[src/rtl/layer_sequencer.sv]
// layer_sequencer: issues forward then backward layer numbers for each sample
// and counts samples within an epoch.
module layer_sequencer #(
    parameter int unsigned LAYER_ADDR_WIDTH = 2,
    parameter int unsigned SAMPLE_WIDTH     = 10
) (
    input  logic                        clk,
    input  logic                        rst,
    input  logic                        run,
    input  logic                        train,
    input  logic [LAYER_ADDR_WIDTH-1:0] layer_top,
    input  logic [SAMPLE_WIDTH-1:0]     samples_total,
    output logic [LAYER_ADDR_WIDTH-1:0] fw_layer,
    output logic                        fw_layer_valid,
    input  logic                        fw_layer_ready,
    output logic [LAYER_ADDR_WIDTH-1:0] bw_layer,
    output logic                        bw_layer_valid,
    input  logic                        bw_layer_ready,
    input  logic                        fw_done,
    input  logic                        bw_done,
    output logic                        busy,
    output logic [SAMPLE_WIDTH-1:0]     sample_count,
    output logic                        epoch_done
);

    typedef enum logic [2:0] {
        IDLE,
        FW_ISSUE,
        FW_WAIT,
        BW_ISSUE,
        BW_WAIT,
        SAMPLE_END
    } state_t;

    state_t                      state, state_d;
    logic [LAYER_ADDR_WIDTH-1:0] top_r, top_d;
    logic [SAMPLE_WIDTH-1:0]     total_r, total_d;
    logic [LAYER_ADDR_WIDTH-1:0] fw_layer_d, bw_layer_d;
    logic                        fw_valid_d, bw_valid_d;
    logic                        fw_flag, fw_flag_d;
    logic                        bw_flag, bw_flag_d;
    logic [SAMPLE_WIDTH-1:0]     count_d;
    logic                        epoch_d;
    logic                        busy_d;
    logic                        start_sample;
    logic                        fw_xfer, bw_xfer;
    logic                        last_sample;

    assign fw_xfer     = fw_layer_valid && fw_layer_ready;
    assign bw_xfer     = bw_layer_valid && bw_layer_ready;
    // A zero total is treated as a one-sample epoch so the counter never runs away.
    assign last_sample = (total_r == '0) || (sample_count == total_r - SAMPLE_WIDTH'(1));

    // State and registered outputs
    always_ff @(posedge clk or negedge rst) begin
        if (!rst) begin
            state          <= IDLE;
            top_r          <= '0;
            total_r        <= '0;
            fw_layer       <= '0;
            fw_layer_valid <= 1'b0;
            bw_layer       <= '0;
            bw_layer_valid <= 1'b0;
            fw_flag        <= 1'b0;
            bw_flag        <= 1'b0;
            sample_count   <= '0;
            epoch_done     <= 1'b0;
            busy           <= 1'b0;
        end else begin
            state          <= state_d;
            top_r          <= top_d;
            total_r        <= total_d;
            fw_layer       <= fw_layer_d;
            fw_layer_valid <= fw_valid_d;
            bw_layer       <= bw_layer_d;
            bw_layer_valid <= bw_valid_d;
            fw_flag        <= fw_flag_d;
            bw_flag        <= bw_flag_d;
            sample_count   <= count_d;
            epoch_done     <= epoch_d;
            busy           <= busy_d;
        end
    end

    // Next-state and next-output logic
    always_comb begin
        state_d      = state;
        top_d        = top_r;
        total_d      = total_r;
        fw_layer_d   = fw_layer;
        fw_valid_d   = fw_layer_valid;
        bw_layer_d   = bw_layer;
        bw_valid_d   = bw_layer_valid;
        fw_flag_d    = fw_flag;
        bw_flag_d    = bw_flag;
        count_d      = sample_count;
        epoch_d      = 1'b0;
        busy_d       = 1'b0;
        start_sample = 1'b0;

        // Done pulses arriving before their wait state are remembered
        if (fw_done && (state != FW_WAIT)) fw_flag_d = 1'b1;
        if (bw_done && (state != BW_WAIT)) bw_flag_d = 1'b1;

        case (state)
            IDLE: begin
                start_sample = run;
            end
            FW_ISSUE: begin
                if (fw_xfer) begin
                    if (fw_layer == top_r) begin
                        fw_valid_d = 1'b0;
                        state_d    = FW_WAIT;
                    end else begin
                        fw_layer_d = fw_layer + LAYER_ADDR_WIDTH'(1);
                    end
                end
            end
            FW_WAIT: begin
                if (fw_done || fw_flag) begin
                    fw_flag_d = 1'b0;
                    if (train && (top_r != '0)) begin
                        bw_layer_d = top_r - LAYER_ADDR_WIDTH'(1);
                        bw_valid_d = 1'b1;
                        state_d    = BW_ISSUE;
                    end else begin
                        epoch_d = last_sample;
                        state_d = SAMPLE_END;
                    end
                end
            end
            BW_ISSUE: begin
                if (bw_xfer) begin
                    if (bw_layer == '0) begin
                        bw_valid_d = 1'b0;
                        state_d    = BW_WAIT;
                    end else begin
                        bw_layer_d = bw_layer - LAYER_ADDR_WIDTH'(1);
                    end
                end
            end
            BW_WAIT: begin
                if (bw_done || bw_flag) begin
                    bw_flag_d = 1'b0;
                    epoch_d   = last_sample;
                    state_d   = SAMPLE_END;
                end
            end
            SAMPLE_END: begin
                fw_flag_d = 1'b0;
                bw_flag_d = 1'b0;
                count_d   = last_sample ? '0 : sample_count + SAMPLE_WIDTH'(1);
                if (run) begin
                    start_sample = 1'b1;
                end else begin
                    state_d = IDLE;
                end
            end
            default: begin
                state_d = IDLE;
            end
        endcase

        // Sample start: latch the per-sample parameters and present layer 0
        if (start_sample) begin
            top_d      = layer_top;
            total_d    = samples_total;
            fw_layer_d = '0;
            fw_valid_d = 1'b1;
            state_d    = FW_ISSUE;
        end

        busy_d = (state_d != IDLE);
    end

endmodule

[config.mk]
export PLATFORM = sky130hd
export DESIGN_NAME = layer_sequencer
export DESIGN_NICKNAME = d
export VERILOG_FILES = /design/src/rtl/layer_sequencer.sv
export SDC_FILE = /design/constraint.sdc
export NUM_CORES = 1
export LEC_CHECK = 0
export CORE_MARGIN = 8
export CORE_UTILIZATION = 55
export DETAILED_ROUTE_END_ITERATION = 10
export DONT_BUFFER_PORTS = 1
export GPL_TIMING_DRIVEN = 0
export PLACE_DENSITY = 0.7
export SLEW_MARGIN = 20
export SYNTH_ARGS = -nofsm -noshare
export SYNTH_HDL_FRONTEND = slang
export SYNTH_SLANG_ARGS = --single-unit
[constraint.sdc]
create_clock -name clk -period 3.51 [get_ports clk]
set_input_delay 0.702 -clock clk [delete_from_list [all_inputs] [get_ports clk]]
set_output_delay 0.702 -clock clk [all_outputs]
set_load 0.005 [all_outputs]
==> impl_metrics.ini, run 1 <==
[floorplan]
core_um2 = 3633
die_h_um = 77.21
die_area_um2 = 5961
top_level_ports = 38
fp.dieW_um = 77.21
rows = 22
initial_utilization_pct = 56.71

[power]
p_sw_uw = 745.0
ir_worst_vdd_uv = 481.8
internal_power_uw = 1062
comb_power_share_pct = 44.3
pwr-share-seq_pct = 39.5
power_uw = 1807
leakagePower_uw = 0.0009114
powerDensity_nw_per_um2 = 817.4
switching_share_pct = 41.23
clkPwrFrac_pct = 16.2

[worst_hold_path]
hold_path.class = primary input to async pin

[synth]
synth_top_cell_area_share_pct = 42.50
synth_ff_type = dfrtp_1
syn_nets = 245
async_flop_share_pct = 100.0
synth_area_leader_cell = dfrtp_1
syn_area_um2 = 2061
yosysSeqAreaShare_pct = 42.50
yosys_warnings = 0
yosys-top-cells-area = dfrtp_1, mux2_2, xnor2_1
synth_area_per_cell_um2 = 9.241
ys_ff_latch = 35
synth_most_common_cell = dfrtp_1
synthTopCellsByCount = dfrtp_1, nand2_1, nor2_1
synth_edf_count = 0
ys_types = 47
syn_inst = 223

[worst_setup_path]
crit_fanout = 9
slowest_stage = or3b_2
path_delay_family = compound AO/OA/AOI/OAI gates
end_kind = flip-flop
critPathKind = flip-flop to flip-flop
arrival_ns = 3.15
worst-path-buf-inv = 2
crit_chain = inv_1, ha_1, or3b_2, clkbuf_1, xnor2_1, a31o_2, a211oi_1, o31ai_4, or2_1, o31ai_2
max_stage_delay_ns = 0.45
worstPathRequired_ns = 3.71
critPathLaunchType = flip-flop

[route]
drc = 0
wl_per_cell_um = 16.35
viasPerCell = 5.910
drt_iter0_drc = 42
wirelength_mm = 4.563
ant_nets = 0
firstDrtPassIters = 6
vias = 1649

[grt]
antenna_found_initial = 1
grt_remaining_overflow = 0
track_usage_pct = 15.42
grt_pass1_wl_mm = 7.576
grt_pass1_vias = 1714
grt_max_degree = 36

[sta]
rsz0062_at_grt = false
hold_viol_final = 0
fin_crit_ns = 2.947
max_freq_ghz = 0.3393
setup_ws_ns = 0.5629
finalCritPeriodShare_pct = 83.96
maxSlewViolCount = 0
slew_headroom_pct = 39.31
setup_violations = 0
worst_pin_slew_ns = 0.9079
finClkSkew_ns = 0.003326
fin_setup_tns_ns = 0

[cts]
insertion_delay_ns = 0.29
cts.sinks = 35
cts_root_buf = clkbuf_8
cts_tree = done
cts_buffer_depth = 2
htreeDepth = 2
post_cts_buffers = 0
numCtsBuffers = 5
path_clk_slew_ns = 0.07
cts-resized-gates = 0
postCtsHoldBufs = 0

[placement]
io_buffers = 0
hpwl_mm = 3.505
dp_slack_ns = 0.5920
gp_congestion = 0.8663

[layout]
fin_nets = 252
syn_to_final_growth_pct = 7.286
drive_gt1_share_pct = 12.61

[status]
status = complete, no violations

[job]
cap_violations = 0
[path summary, 6_finish.rpt]
| path | slack [ns] | to | depth (start not counted) | from |
|---|---|---|---|---|
| setup / recovery | 0.56 | sample_count[8] | 10 | total_r[0] |
| hold / removal | 0.11 | total_r[3] | 0 | rst |
| setup reg to reg | 0.56 | sample_count[8] | 10 | total_r[0] |
| hold reg to reg | 0.48 | bw_flag | 2 | bw_flag |
| max in group asynchronous | 3.32 | sample_count[3] | 0 | rst |
| min in group clk | 0.48 | bw_flag | 2 | bw_flag |
[power by group through the flow]
stage	Clock (uW)	Combinational, uW	Sequential (uW)
after floorplan	0	663	674
after global placement	0	757	716
after detailed placement	0	791	721
after CTS	304	800	715
after global routing	314	889	740
final	292	801	715
[registers in the layout, indices dropped and copies added, names as in the netlist, 2 cells and up]
| register | flops |
|---|---|
| sample_count | 10 |
| top_r | 2 |
| state | 3 |
| bw_layer | 2 |
| total_r | 10 |
| fw_layer | 2 |
[metrics by stage]
| step | utilization, % | instance area, um^2 | cells | hold slack (ns) |
|---|---|---|---|---|
| floorplan | - | 2061 | 223 | 0.4064 |
| global placement | 58.37 | 2121 | 271 | 0.4075 |
| detailed placement | 58.37 | 2121 | 271 | 0.4071 |
| CTS | 60.78 | 2208 | 278 | 0.09438 |
| global route | 60.85 | 2211 | 279 | 0.08832 |
| finish | 60.85 | 2211 | 279 | 0.1053 |
[cells in the final DEF, fill, tap and decap left out, types with 2 or more instances in the layout]
cell / synthesis / routed
nor2_1: 19 / 19
o21ai_0: 12 / 12
nor2b_1: 5 / 5
and2_1: 2 / 2
ha_1: 2 / 2
o211ai_1: 3 / 3
nand2b_1: 3 / 3
clkbuf_8: 0 / 6
nand3_1: 9 / 9
a21o_1: 2 / 2
mux2_2: 9 / 9
dfrtp_1: 35 / 35
inv_1: 8 / 8
nor4_1: 2 / 2
or3_1: 4 / 4
a31o_2: 2 / 2
mux2i_1: 3 / 3
clkbuf_1: 8 / 8
or4_1: 4 / 4
a31oi_1: 4 / 4
nand4_1: 3 / 3
nand2_1: 20 / 20
or3b_2: 2 / 2
a21oi_1: 13 / 13
xnor2_1: 9 / 9
and3_1: 2 / 2
xor2_1: 9 / 9
nor3_1: 9 / 9
[cell families after synthesis]
| logic type | after synthesis | synth area share [%] |
|---|---|---|
| AOI/OAI and AO/OA | 47 | 15.30 |
| xor gates and xnor gates | 18 | 7.651 |
| adders and majority gates | 2 | 1.214 |
| buffers and inverters | 18 | 3.704 |
| DFF | 35 | 42.50 |
| muxes | 12 | 6.375 |
| and+or+nand+nor | 91 | 23.25 |
[area by class of cell]
class	count	area [um^2]
well taps	48	60.06
clock inverters	1	5.005
clock buffers	6	82.58
fillers	321	1423
flip-flops and latches	35	875.8
inverters	8	30.03
multi-input cells	170	1109
plain buffers	10	46.29
diodes	1	2.502
[routing by layer]
layer  track usage (%)  vias up  wire [um]
li1                  -      803          -
met1             14.66      791       1717
met2             28.31       42       2414
met3             6.061       13        321
met4             6.981        0        109
met5                 0        -          0
Note: power is estimated with default switching activity, not from simulation.
==> inputs of run 2 (changes only) <==
--- a/config.mk
+++ b/config.mk
@@ -5,6 +5,7 @@
 export SDC_FILE = /design/constraint.sdc
 export NUM_CORES = 1
 export LEC_CHECK = 0
+export ABC_AREA = 1
 export CORE_MARGIN = 8
 export CORE_UTILIZATION = 55
 export DETAILED_ROUTE_END_ITERATION = 10
==> constraint.sdc (replaced) <==
create_clock -name clk -period 3.03 [get_ports clk]
set_input_delay 0.606 -clock clk [delete_from_list [all_inputs] [get_ports clk]]
set_output_delay 0.606 -clock clk [all_outputs]
set_load 0.005 [all_outputs]
==> run 2 against run 1 <==
Sequential share of layout area decreased by 1.2 points. Total power increased by 18%. Critical endpoint is now sample_count[9]. Via count increased by 8.4%. First-iteration DRC count increased by 62%. Critical path type unchanged. Largest power group unchanged. Non-clock buffer count decreased by 4. Utilization increased by 1.4 points. Sequential cell count unchanged. Hold slack improved by 0.20 ns. Critical path depth decreased by 1. Die area increased by 0.82%. Clock power increased by 43%.
==> impl_metrics.ini, run 2 <==
[status]
status = complete, no violations

[worst_setup_path]
arrival_ns = 2.08
critPathLaunchType = flip-flop
crit_fanout = 10
critPathKind = flip-flop to flip-flop
r2r_cells = 9
end_kind = flip-flop
worstPathRequired_ns = 3.24

[cts]
insertion_delay_ns = 0.29
cts-resized-gates = 0
cts_buffer_depth = 2
cts.sinks = 35
cts_root_buf = clkbuf_8
htreeDepth = 2
postCtsHoldBufs = 2
cts_tree = done
numCtsBuffers = 5
path_clk_slew_ns = 0.07
post_cts_buffers = 0

[layout]
diodes = 0
stdcell_area_um2 = 2280
fin_cells = 337
top_regs = sample_count (10), total_r (10), state (3)
drive_gt1_share_pct = 9.343
final_cell_mix = nand2_1, inv_1, dfrtp_1
final_common_cell = nand2_1
syn_to_final_growth_pct = 9.495
fin_nets = 310

[power]
ir_worst_vdd_uv = 601.7
p_sw_uw = 921.9
powerDensity_nw_per_um2 = 938.9
clkPwrFrac_pct = 19.6
switching_share_pct = 43.07
comb_power_share_pct = 43.0
leakagePower_uw = 0.001161
internal_power_uw = 1219
pwr-share-seq_pct = 37.5

[floorplan]
die_h_um = 77.53
core_um2 = 3661
fp.dieW_um = 77.53
top_level_ports = 38
die_area_um2 = 6010
rows = 22
initial_utilization_pct = 56.87

[sta]
rsz0062_at_grt = false
max_freq_ghz = 0.5353
fin_setup_tns_ns = 0
maxSlewViolCount = 0
fin_crit_ns = 1.868
finalCritPeriodShare_pct = 61.65
finClkSkew_ns = 0.004949
slew_headroom_pct = 62.67
whs_ns = 0.3014
worst_pin_slew_ns = 0.5600
hold_viol_final = 0
setup_violations = 0

[route]
wirelength_mm = 4.716
wl_per_cell_um = 13.99
firstDrtPassIters = 5
ant_nets = 0
viasPerCell = 5.306
vias = 1788
drc = 0
drt_iter0_drc = 68

[synth]
synth_ff_type = dfrtp_1
synth_top_cell_area_share_pct = 42.07
yosys_warnings = 0
ys_types = 29
synth_area_per_cell_um2 = 7.489
syn_area_um2 = 2082
ys_ff_latch = 35
synth_area_leader_cell = dfrtp_1
async_flop_share_pct = 100.0
syn_nets = 300
synth_most_common_cell = nand2_1
yosysSeqAreaShare_pct = 42.07
yosys-top-cells-area = dfrtp_1, nand2_1, inv_1
syn_inst = 278
synthTopCellsByCount = nand2_1, inv_1, dfrtp_1
synth_edf_count = 0

[grt]
grt_remaining_overflow = 0
grt_pass1_vias = 1748
grt_pass1_wl_mm = 7.976
track_usage_pct = 16.51
antenna_found_initial = 0
grt_max_degree = 25

[job]
cap_violations = 0

[placement]
hpwl_mm = 3.556
gp_congestion = 0.8485
place_inst = 326
io_buffers = 0
postPlaceCellArea_um2 = 2142

[worst_hold_path]
hold_path.class = primary input to async pin
==> run 2: power by group through the flow <==
stage | sequential [uW] | clock [uW] | combinational (uW)
final | 802 | 419 | 920
after global routing | 824 | 445 | 1070
after CTS | 801 | 424 | 922
after detailed placement | 807 | 0 | 909
after global placement | 805 | 0 | 883
after floorplan | 762 | 0 | 752
==> run 2: layout make-up <==
class                      instances  area (um^2)
tap                               48        60.06
clock buffer                       5        68.82
buffer                             3        33.78
fill                             342         1381
multi-input combinational        201         1021
inverter                          39        151.4
sequential                        35        875.8
timing repair buffer               3        25.02
clock inverter                     3        43.79
==> run 2: path summary, 6_finish.rpt <==
path / from / slack [ns] / endpoint
worst max-delay path: total_r[0] / 1.16 / sample_count[9]
worst min-delay path: rst / 0.30 / bw_layer_valid
worst max register to register: total_r[0] / 1.16 / sample_count[9]
worst min register to register: bw_flag / 0.50 / bw_flag
max in group asynchronous: rst / 2.08 / total_r[8]
min in group clk: layer_top[0] / 0.43 / top_r[0]
==> run 2: per-layer routing <==
layer	global-route usage, %	share of wire, %	wire, um	up-vias
met5	0	0	0	-
met3	6.452	6.9	326	8
met2	29.57	50	2367	35
met4	5.660	1.6	74	0
met1	17.18	41	1948	845
li1	-	-	-	900
==> run 2: cell families (layout without fill, tap and decap cells) <==
family                     Yosys count  count (layout)  synth area share, %
and+or+nand+nor                    143             143                30.11
buffers and inverters               42              53                8.894
AOI/OAI and AO/OA                   41              41                10.76
DFF                                 35              35                42.07
xor gates and xnor gates            15              15                6.971
adders and majority gates            2               2                1.202
==> run 2: through the flow <==
| stage | util (%) | setup slack, ns | total power, uW |
|---|---|---|---|
| after CTS | 62.13 | 1.150 | 2147 |
| final | 62.27 | 1.162 | 2140 |
| after floorplan | - | 1.413 | 1514 |
| after global routing | 62.27 | 0.9337 | 2338 |
| after detailed placement | 58.51 | 1.173 | 1716 |
| after global placement | 58.51 | 1.187 | 1688 |
==> run 2: critical path: stages (launching register included) <==
cell and delay (ns):
dfrtp_1 0.41, inv_1 0.12, ha_1 0.24, nand2_1 0.12, nor2_1 0.17, xnor3_1 0.23, nand3_1 0.08, nand2_1 0.11
buf_6 0.17, a21oi_1 0.14
==> inputs of run 3 (changes only) <==
--- a/config.mk
+++ b/config.mk
@@ -11,7 +11,7 @@
 export DETAILED_ROUTE_END_ITERATION = 10
 export DONT_BUFFER_PORTS = 1
 export GPL_TIMING_DRIVEN = 0
-export PLACE_DENSITY = 0.7
+export PLACE_DENSITY = 0.73
 export SLEW_MARGIN = 20
 export SYNTH_ARGS = -nofsm -noshare
 export SYNTH_HDL_FRONTEND = slang
==> constraint.sdc (replaced) <==
create_clock -name clk -period 1.5 [get_ports clk]
set_input_delay 0.3 -clock clk [delete_from_list [all_inputs] [get_ports clk]]
set_output_delay 0.3 -clock clk [all_outputs]
set_load 0.005 [all_outputs]
==> run 3 against run 2 <==
The flow now finishes with violations (negative setup slack). Die area did not move. Total power increased by 120%. Non-clock buffer count is 9 higher. Combinational power rose to 2.5 times the previous value. Via count is 1.1% higher.
==> impl_metrics.ini, run 3 (same netlist as run 2, synthesis figures left out) <==
[sta]
worst_pin_slew_ns = 0.3499
setup_violations = 12
finalCritPeriodShare_pct = 113.7
hold_viol_final = 0
fin_crit_ns = 1.705
setup_ws_ns = -0.2048
max_freq_ghz = 0.5866
maxSlewViolCount = 0
rsz0062_at_grt = true
finClkSkew_ns = 0.002984
slew_headroom_pct = 76.50

[power]
ir_worst_vdd_uv = 1027
powerDensity_nw_per_um2 = 1870
leakagePower_uw = 0.001211

[worst_setup_path]
critPathLaunchType = flip-flop
r2r_cells = 11
arrival_ns = 1.93
r2r-start = total_r[0]
max_stage_delay_ns = 0.39
crit_fanout = 5
r2r_end = epoch_done
end_kind = flip-flop
worstPathRequired_ns = 1.73
critPathKind = flip-flop to flip-flop
slowest_stage = dfrtp_1
rrSetupSlack_ns = -0.20
crit_chain = inv_2, ha_4, xor2_1, nand3_1, nor2_1, nand2_1, nor2_2, nand3_2, nand2_4, buf_6, o21a_1

[grt]
track_usage_pct = 16.49
grt_max_degree = 36
grt_pass1_wl_mm = 7.969
antenna_found_initial = 0
grt_remaining_overflow = 0
grt_pass1_vias = 1796

[route]
ant_nets = 0
drc = 0
viasPerCell = 5.238
wl_per_cell_um = 14.22
drt_iter0_drc = 93
wirelength_mm = 4.906
vias = 1807
firstDrtPassIters = 4

[layout]
stdcell_area_um2 = 2481
syn_to_final_growth_pct = 19.17
final_cell_mix = nand2_1, inv_1, dfrtp_1
diodes = 0
drive_gt1_share_pct = 22.90
top_regs = sample_count (10), total_r (10), state (3)
fillers = 317
final_common_cell = nand2_1
fin_cells = 345
fin_nets = 319

[status]
violations = negative setup slack
status = finished with violations

[placement]
postPlaceCellArea_um2 = 2155
hpwl_mm = 3.492
place_inst = 326
gp_congestion = 0.8574
io_buffers = 0

[worst_hold_path]
hold_path.class = primary input to flip-flop
hold-path-cell-count = 2
min_from = layer_top[0]
min_to = top_r[0]

[cts]
numCtsBuffers = 5
cts_root_buf = clkbuf_8
cts_buffer_depth = 2
insertion_delay_ns = 0.29
cts.sinks = 35
path_clk_slew_ns = 0.06
cts_tree = done
htreeDepth = 2

[floorplan]
die_area_um2 = 6010
core_um2 = 3661
die_h_um = 77.53
initial_utilization_pct = 56.87
top_level_ports = 38
rows = 22
fp.dieW_um = 77.53

[job]
cap_violations = 0
## run 3: cell count changes in the layout (fill, tap and decap cells not counted), sizes merged
cell / previous run / this run
buf: 4 / 14
bufinv: 1 / 0
clkbuf: 5 / 6
clkinv: 2 / 1
dlygate4sd3: 2 / 1
## run 3: timing repair
| item | 4_1_cts | 5_1_grt |
|---|---|---|
| gates resized for setup | 10 | 35 |
| endpoints found under the setup margin | 27 | 32 |
| setup buffers | 5 | 4 |
| hold endpoints to repair | 35 | 0 |
| hold buffers | 2 | 0 |
| pin swaps | 3 | 7 |
| gates cloned | 1 | 0 |
## run 3: critical path, delay by kind of cell (launching register included)
kind | cells | cell delay, ns
simple gates | 6 | 0.54
flops | 1 | 0.39
buf+inv | 2 | 0.24
fa+ha+maj | 1 | 0.21
xor+xnor | 1 | 0.14
compound gates | 1 | 0.12
## run 3: worst max path at each step
stage	start	end	slack [ns]	cells past startpoint
final	total_r[0]	epoch_done	-0.20	11
after global routing	total_r[0]	epoch_done	-0.33	11
after CTS	total_r[0]	epoch_done	-0.17	11
after detailed placement	state[2]	busy	-0.25	10
after global placement	total_r[0]	epoch_done	-0.23	9
after floorplan	total_r[0]	sample_count[5]	-0.04	11
## run 3: area by class of cell
| class | instances | area, um^2 | share of cell area [%] |
|---|---|---|---|
| multi-input combinational | 201 | 1159 | 46.70 |
| sequential | 35 | 878.3 | 35.40 |
| inverter | 39 | 153.9 | 6.203 |
| timing repair buffer | 12 | 108.9 | 4.387 |
| clock buffer | 6 | 82.58 | 3.328 |
| tap | 48 | 60.06 | 2.421 |
| buffer | 3 | 33.78 | 1.362 |
| clock inverter | 1 | 5.005 | 0.2017 |
## run 3: metrics by stage
step                      hold WS (ns)  total power, uW  utilization, %  setup slack, ns  TNS, ns
after global routing            0.1334             5064           67.77          -0.3308   -3.994
after detailed placement      0.005124             3506           58.85          -0.2518   -5.001
after global placement        0.005191             3448           58.85          -0.2324   -4.517
after CTS                       0.1151             4337           64.08          -0.1689   -2.644
after floorplan               0.004409             3094               -         -0.03628  -0.3464
final                           0.1231             4641           67.77          -0.2048   -2.194
## run 3: power breakdown
group | total [uW] | leakage (uW) | internal (uW) | switching (uW)
combinational | 2320 | 0.000726 | 951 | 1370
clock | 680 | 0.0000470 | 360 | 320
sequential | 1640 | 0.000438 | 1270 | 364
total | 4640 | 0.00121 | 2580 | 2060
## run 3: per-layer routing
layer | share of wire, % | wire length, um | global-route usage (%)
met5 | 0 | 0 | 0
met4 | 1.5 | 72 | 7.170
met1 | 40 | 1980 | 16.83
met3 | 6.3 | 307 | 6.797
met2 | 52 | 2545 | 28.98
